[config.mk]
export PLATFORM = sky130hd
export DESIGN_NAME = adder_pipe_param
export DESIGN_NICKNAME = d
export VERILOG_FILES = /design/src/rtl/adder_pipe_param.sv
export SDC_FILE = /design/constraint.sdc
export NUM_CORES = 1
export LEC_CHECK = 0
export CORE_MARGIN = 2
export CORE_UTILIZATION = 35
export CTS_CLUSTER_SIZE = 20
export DETAILED_ROUTE_END_ITERATION = 10
export GPL_ROUTABILITY_DRIVEN = 0
export REMOVE_ABC_BUFFERS = 1
export SLEW_MARGIN = 0
export SYNTH_ARGS = -nofsm -noshare
export SYNTH_HDL_FRONTEND = slang
export SYNTH_SLANG_ARGS = --single-unit
[constraint.sdc]
create_clock -name clk -period 4.15 [get_ports clk]
set_input_delay 0.415 -clock clk [delete_from_list [all_inputs] [get_ports clk]]
set_output_delay 0.415 -clock clk [all_outputs]
set_load 0.02 [all_outputs]
[src/rtl/adder_pipe_param.sv]
// Carry-pipelined adder/subtractor: one SEG-bit slice per stage, carry registered between stages.
// Optional signed-overflow output enabled by defining ADDER_PIPE_OVF_EN.
module adder_pipe_param #(
    parameter int WIDTH = 16,
    parameter int SEG   = 4
) (
    input  logic             clk,
    input  logic             rst,
    input  logic             in_valid,
    output logic             in_ready,
    input  logic [WIDTH-1:0] ain,
    input  logic [WIDTH-1:0] bin,
    input  logic             cin,
    input  logic             sub,
    output logic             out_valid,
    input  logic             out_ready,
    output logic [WIDTH-1:0] sum,
    output logic             cout
`ifdef ADDER_PIPE_OVF_EN
   ,output logic             ovf
`endif
);

    localparam int STAGES = WIDTH / SEG;

    logic             adv;
    logic [WIDTH-1:0] bp;
    logic             c0;

    // Subtraction folds into the adder as A + ~B + 1 at entry.
    assign adv      = ~out_valid | out_ready;
    assign in_ready = adv;
    assign bp       = sub ? ~bin : bin;
    assign c0       = sub | cin;

    function automatic logic [SEG:0] slice_add(input logic [SEG-1:0] a,
                                               input logic [SEG-1:0] b,
                                               input logic           c);
        return {1'b0, a} + {1'b0, b} + {{SEG{1'b0}}, c};
    endfunction

    genvar k;
    generate
        for (k = 0; k < STAGES; k++) begin : stg
            localparam int LO = (k + 1) * SEG;

            logic [SEG-1:0] a_sl;
            logic [SEG-1:0] b_sl;
            logic           c_sl;
            logic           v_sl;
            logic [SEG:0]   add;
            logic           vld_p;
            logic           c_p;
            logic [LO-1:0]  s_p;

            assign add = slice_add(a_sl, b_sl, c_sl);

            if (k == 0) begin : g_src
                assign a_sl = ain[SEG-1:0];
                assign b_sl = bp[SEG-1:0];
                assign c_sl = c0;
                assign v_sl = in_valid;

                always_ff @(posedge clk) begin
                    if (rst) begin
                        vld_p <= 1'b0;
                        c_p   <= 1'b0;
                        s_p   <= '0;
                    end else if (adv) begin
                        vld_p <= v_sl;
                        c_p   <= add[SEG];
                        s_p   <= add[SEG-1:0];
                    end
                end
            end else begin : g_src
                // Lowest remaining operand slice of the previous stage meets its carry here.
                assign a_sl = stg[k-1].g_ops.a_p[SEG-1:0];
                assign b_sl = stg[k-1].g_ops.b_p[SEG-1:0];
                assign c_sl = stg[k-1].c_p;
                assign v_sl = stg[k-1].vld_p;

                always_ff @(posedge clk) begin
                    if (rst) begin
                        vld_p <= 1'b0;
                        c_p   <= 1'b0;
                        s_p   <= '0;
                    end else if (adv) begin
                        vld_p <= v_sl;
                        c_p   <= add[SEG];
                        s_p   <= {add[SEG-1:0], stg[k-1].s_p};
                    end
                end
            end

            if (k < STAGES - 1) begin : g_ops
                localparam int RW = WIDTH - LO;
                logic [RW-1:0] a_p;
                logic [RW-1:0] b_p;

                if (k == 0) begin : g_ld
                    always_ff @(posedge clk) begin
                        if (rst) begin
                            a_p <= '0;
                            b_p <= '0;
                        end else if (adv) begin
                            a_p <= ain[WIDTH-1:SEG];
                            b_p <= bp[WIDTH-1:SEG];
                        end
                    end
                end else begin : g_ld
                    always_ff @(posedge clk) begin
                        if (rst) begin
                            a_p <= '0;
                            b_p <= '0;
                        end else if (adv) begin
                            a_p <= stg[k-1].g_ops.a_p[RW+SEG-1:SEG];
                            b_p <= stg[k-1].g_ops.b_p[RW+SEG-1:SEG];
                        end
                    end
                end
            end
        end
    endgenerate

    assign out_valid = stg[STAGES-1].vld_p;
    assign sum       = stg[STAGES-1].s_p;
    assign cout      = stg[STAGES-1].c_p;

`ifdef ADDER_PIPE_OVF_EN
    // Top slice holds both operand MSBs, so overflow is judged alongside the final sum bits.
    always_ff @(posedge clk) begin
        if (rst) begin
            ovf <= 1'b0;
        end else if (adv) begin
            ovf <= (stg[STAGES-1].a_sl[SEG-1] == stg[STAGES-1].b_sl[SEG-1]) &
                   (stg[STAGES-1].add[SEG-1] != stg[STAGES-1].a_sl[SEG-1]);
        end
    end
`endif

endmodule
==> results.tsv, run 1 <==
metric	value	unit
status	finished, final reports clean	
fin_nets	567	
min_period	2.54	ns
hpwl	4760	microns
post_cts_buffers	0	
cts_num_sinks	96	
min_path_cells	2	
track_usage	12.8	%
rrSetupSlack	2.30	ns
ys_ff_latch	96	
cts_max_level	3	
worstMarginPinSlew	0.910	ns
clock_insertion_delay_worst_skew	0.33	ns
max_stage_delay	0.42	ns
grt_pass1_wl	13500	microns
synth_warnings	0	
core-area	0.0115	sq mm
fin_cells	657	
crit_fanout	17	
placedCellCount	641	
finalHoldViolCount	0	
min_from	stg[1].g_ops.b_p[6]$_SDFFE_PP0P_	
yosys.cell_types.count	29	
hold_path.class	register to register	
syn_to_final_growth	20.2	%
design_area	0.00495	sq mm
tritoncts	done	
rows	39	
cts_root_buf	clkbuf_16	
drc	0	
tns	0	ns
synth_cells	472	
slowest_stage	fa_1	
avgSynthCellArea	8.73	sq um
post-place-ws	1.27	ns
r2r-end	stg[2].c_p$_SDFFE_PP0P_	
multi_input_area	0.00195	sq mm
fin_hold_ws	0.449	ns
wirelength	7730	microns
crit_chain	clkdlybuf4s50_1, buf_4, or2_2, fa_1, fa_1, a21o_1, a211oi_1, a211oi_1	
clock_skew	0.00646	ns
crit_type	input pin to register	
register_area	0.00192	sq mm
io_pins	57	
grt_max_degree	91	
ff2ff_path_depth	5	
hold_buffers	0	
cts-buffers-inserted	9	
postPlaceCellArea	0.00468	sq mm
required	4.32	ns
post-route-period-util	61.3	%
initial_core_util	35.9	%
finalSetupViolations	0	
port_buffers	56	
grt_pass1_vias	3032	
via_count	3152	
ant_nets	0	
die_h	113	microns
routed_via_density	4.80	
antenna_found_initial	0	
die_w	113	microns
report.final.slew_viol_count	0	
die_area	0.0127	sq mm
drtIter0Drc	126	
rr_startpoint	out_valid$_SDFFE_PP0P_	
start_kind	input pin	
relSlewSlack	39.3	%
cp-end-kind	register	
ir_drop	0.000171	V
drive_gt1_share	7.39	%
fillers	1130	
cts_resized	0	
clock.fmax	0.393	GHz
clockBufferDepth	2	
grt_setup_unrepaired	no	
p_leak	0.00187	uW
power_density	403	mW/mm^2
timing.final.ws_setup	1.61	ns
grt-ovfl-total	0	
clk_pin_slew	0.06	ns
synth-seq-area-share	46.6	%
netlist_area	0.00412	sq mm
cp.arrival	2.72	ns
dr.pass1.iters	4	
routedWlPerCell	11.8	microns
holdPathEnd	stg[1].g_ops.b_p[6]$_SDFFE_PP0P_	
insertedDiodeCount	0	
max_cap_viol_count	0	
## layout by cell type, fill, tap and decap left out, types with 6 or more instances in the layout
master           netlist  routed
nand2_1              141     141
dfxtp_1               96      96
a21oi_1               74      74
clkdlybuf4s50_1        0      55
nor2_1                24      24
a211oi_2              15      15
xnor2_1               14      14
ha_1                  12      12
clkbuf_16              0       9
inv_1                  8       8
fa_1                   8       8
a211oi_1               7       7
xor2_1                 6       6
nand3b_1               6       6
## synth_stat cells
cell      instances  area [sq um]
or3_1             2          12.5
buf_2            20           100
o211ai_1          3          22.5
nor2_1           24          90.1
inv_4             1          6.26
dfxtp_1          96          1920
nand2_1         141           529
fa_1              8           160
xnor2_1          14           123
a21o_1            4          30.0
nor3_1            1          5.00
ha_1             12           150
xor2_1            6          52.6
a2111o_1          4          45.0
buf_6             5          56.3
a211oi_1          7          52.6
a211oi_2         15           188
nand3b_1          6          45.0
nand2b_1          2          12.5
buf_4             5          37.5
nand3_1           2          10.0
a21oi_1          74           370
nand4_1           1          6.26
clkbuf_1          4          15.0
o21ai_0           2          10.0
inv_1             8          30.0
nor2b_1           3          18.8
or2_2             1          6.26
nor2b_4           1          13.8
## layout make-up
class,instances,share of cell area [%]
multi-input cells,333,39.4
flip-flops and latches,96,38.8
repair buffers,60,11.9
clock buffers,10,4.62
well taps,143,3.61
clock inverters,6,0.910
inverters,9,0.733
## worst max-delay path, delay by kind of cell
| kind | cells | cell delay, ns |
|---|---|---|
| fa+ha+maj | 2 | 0.84 |
| compound gates | 3 | 0.51 |
| buf+inv | 2 | 0.62 |
| simple gates | 1 | 0.33 |
## sequential cells by signal, indices dropped and copies added (netlist names)
signal         count
stg.c_p            3
stg.g_ops.a_p     24
stg.vld_p          3
sum               16
stg.g_ops.b_p     24
out_valid          1
cout               1
stg.s_p           24
## routing by layer
layer,global-route usage [%],part of all wire (%)
met1,16.1,49
met2,21.8,46
met3,2.32,3.4
met4,5.12,1.4
met5,0,0
## how the worst max path moves through the flow
stage	from	to	slack, ns
floorplan	out_valid$_SDFFE_PP0P_	stg[0].g_ops.b_p[10]$_SDFFE_PP0P_	1.51
global placement	sub	stg[0].c_p$_SDFFE_PP0P_	1.32
detailed placement	sub	stg[0].c_p$_SDFFE_PP0P_	1.27
CTS	sub	stg[0].c_p$_SDFFE_PP0P_	1.61
global route	sub	stg[0].c_p$_SDFFE_PP0P_	1.54
finish	sub	stg[0].c_p$_SDFFE_PP0P_	1.61
## logic make-up (layout without fill, tap and decap cells)
logic type / Yosys count / count (layout) / share of synthesized area (%)
AND/OR/NAND/NOR: 184 / 184 / 18.2
AO/OA/AOI/OAI: 109 / 109 / 17.4
flip-flops: 96 / 96 / 46.6
buffers and inverters: 43 / 85 / 5.95
adder cells (fa/ha/maj): 20 / 20 / 7.53
XOR/XNOR: 20 / 20 / 4.25
## through the flow
stage | power (uW) | util (%)
6_report | 2000 | 43.2
5_1_grt | 2100 | 43.2
4_1_cts | 2030 | 43.2
3_5_place_dp | 1270 | 40.8
3_3_place_gp | 1260 | 40.8
2_1_floorplan | 1160 | -
## report_power, final
part	internal [uW]	switching [uW]	total (uW)
Sequential	982	29.8	1010
Combinational	119	112	232
Clock	408	345	754
Total	1510	488	2000
Note: power is estimated with default switching activity, not from simulation.
==> run 2: changes to the inputs <==
==> constraint.sdc (replaced) <==
create_clock -name clk -period 2.44 [get_ports clk]
set_input_delay 0.244 -clock clk [delete_from_list [all_inputs] [get_ports clk]]
set_output_delay 0.244 -clock clk [all_outputs]
set_load 0.02 [all_outputs]
==> results.tsv, run 2 (synthesis gave the netlist of run 1 again) <==
metric	value	unit	change
die_h	113	microns	unchanged
power_switching	849	uW	+74%
grt_pass1_vias	2962		-2.3%
routed_via_density	4.77		-0.57%
min_period	2.15	ns	
cts_root_buf	clkbuf_16		
worstMarginPinSlew	0.696	ns	-0.214 ns
drtIter0Drc	142		+13%
die_area	0.0127	sq mm	unchanged
die_w	113	microns	unchanged
cpLargestDelayFamily	adder cells		
finalSetupViolations	0		unchanged
ant_nets	0		unchanged
drive_gt1_share	8.29	%	+0.89 points
cp.arrival	2.34	ns	-0.38 ns
finalHoldViolCount	0		unchanged
slowest_stage	clkdlybuf4s50_1		
sw_frac_of_total	24.1	%	-0.34 points
hpwl	5070	microns	+6.6%
min_from	rst		
top_usage_layer	met2		
rrSetupSlack	0.56	ns	-1.74 ns
cts_num_sinks	96		unchanged
antenna_found_initial	0		unchanged
cp-end-kind	register		
hold_buffers	0		unchanged
min_path_cells	2		unchanged
pwr-share-seq	48.8	%	-1.9 points
placedCellCount	646		+0.78%
crit_chain	clkdlybuf4s50_1, or2_2, fa_1, fa_1, a21o_1, a211oi_1, a211oi_1		
tritoncts	done		
crit_fanout	3		-14
cts-buffers-inserted	9		unchanged
status	finished, final reports clean		
crit_type	input pin to register		
comb_power_share	11.4	%	-0.2 points
fillers	1138		+0.71%
port_buffers	56		unchanged
cp_num_buf_inv	1		-1
clock_skew	0.00702	ns	+0.000559 ns
wirelength	8020	microns	+3.8%
ff2ff_path_depth	5		unchanged
report.final.slew_viol_count	0		unchanged
post-place-ws	-0.0562	ns	-1.32 ns
io_pins	57		unchanged
start_kind	input pin		
insertedDiodeCount	0		unchanged
ir_drop	0.000330	V	+93%
fin_nets	572		+0.88%
grt-ovfl-total	0		unchanged
post-route-period-util	88.2	%	
track_usage	13.2	%	+0.41 points
clk_pin_slew	0.07	ns	about the same
syn_to_final_growth	21.9	%	
initial_core_util	35.9	%	unchanged
via_count	3158		+0.19%
mostFrequentLayoutCells	nand2_1, dfxtp_1, a21oi_1		
drc	0		unchanged
required	2.63	ns	-1.69 ns
routedWlPerCell	12.1	microns	+3.0%
timing.final.ws_setup	0.288	ns	-1.32 ns
rows	39		unchanged
max_stage_delay	0.45	ns	+0.03 ns
met3_usage	2.86	%	+0.54 points
fin_cells	662		+0.76%
clock.fmax	0.465	GHz	
rr_startpoint	stg[2].c_p$_SDFFE_PP0P_		
relSlewSlack	53.6	%	+14 points
clockBufferDepth	2		unchanged
dr.pass1.iters	4		unchanged
holdPathEnd	stg[2].s_p[10]$_SDFFE_PP0P_		
p_leak	0.00192	uW	+2.9%
hold_path.class	input pin to register		
max_cap_viol_count	0		unchanged
cts_max_level	3		unchanged
met2_usage	21.3	%	-0.48 points
core-area	0.0115	sq mm	unchanged
r2r-end	cout$_SDFFE_PP0P_		
power_density	702	mW/mm^2	+74%
grt_pass1_wl	13400	microns	-0.25%
cts_resized	0		unchanged
post_cts_buffers	0		unchanged
grt_setup_unrepaired	no		
pwr-share-clk	39.8	%	+2.1 points
top_regs	stg.g_ops.a_p x24, stg.g_ops.b_p x24, stg.s_p x24		
final_common_cell	nand2_1		
met1_usage	16.4	%	+0.37 points
clock_insertion_delay_worst_skew	0.34	ns	about the same
p_int	2680	uW	+77%
grt_max_degree	106		+16%
==> run 2: cell type report <==
cell class,count,area [sq um],area share (%)
inverters,9,36.3,0.722
clock inverters,6,66.3,1.32
repair buffers,65,638,12.7
multi-input cells,333,1950,38.9
flip-flops and latches,96,1920,38.3
clock buffers,10,229,4.56
well taps,143,179,3.56
==> run 2: metal layers <==
| metal | wire, microns | part of all wire (%) |
|---|---|---|
| met4 | 185 | 2.3 |
| met2 | 3730 | 46 |
| met5 | 0 | 0 |
| met1 | 3810 | 48 |
| met3 | 294 | 3.7 |
==> run 2: power by group through the flow <==
stage	combinational (uW)	sequential (uW)	clock, uW
2_1_floorplan	218	1760	0
3_3_place_gp	394	1750	0
3_5_place_dp	405	1760	0
4_1_cts	407	1720	1460
5_1_grt	449	1730	1520
6_report	401	1720	1400
==> run 2: worst max path at each step <==
stage                                             end                   start  depth (start not counted)  slack [ns]
global route                  stg[0].c_p$_SDFFE_PP0P_                     sub                          7        0.23
finish                        stg[0].c_p$_SDFFE_PP0P_                     sub                          7        0.29
floorplan           stg[0].g_ops.b_p[10]$_SDFFE_PP0P_  out_valid$_SDFFE_PP0P_                          4       -0.20
detailed placement            stg[0].c_p$_SDFFE_PP0P_                     sub                          7       -0.06
CTS                           stg[0].c_p$_SDFFE_PP0P_                     sub                          7        0.31
global placement              stg[0].c_p$_SDFFE_PP0P_                     sub                          7      -0.007
==> run 2: stage by stage <==
stage	power (uW)	TNS [ns]	util, %	hold WS [ns]	area, sq um
after global placement	2150	-0.00748	41.2	0.438	4730
after floorplan	1980	-11.43	-	0.309	3910
after CTS	3580	0	43.8	0.434	5020
final	3530	0	43.8	0.431	5020
after detailed placement	2160	-0.0562	41.2	0.444	4730
after global routing	3700	0	43.8	0.463	5020
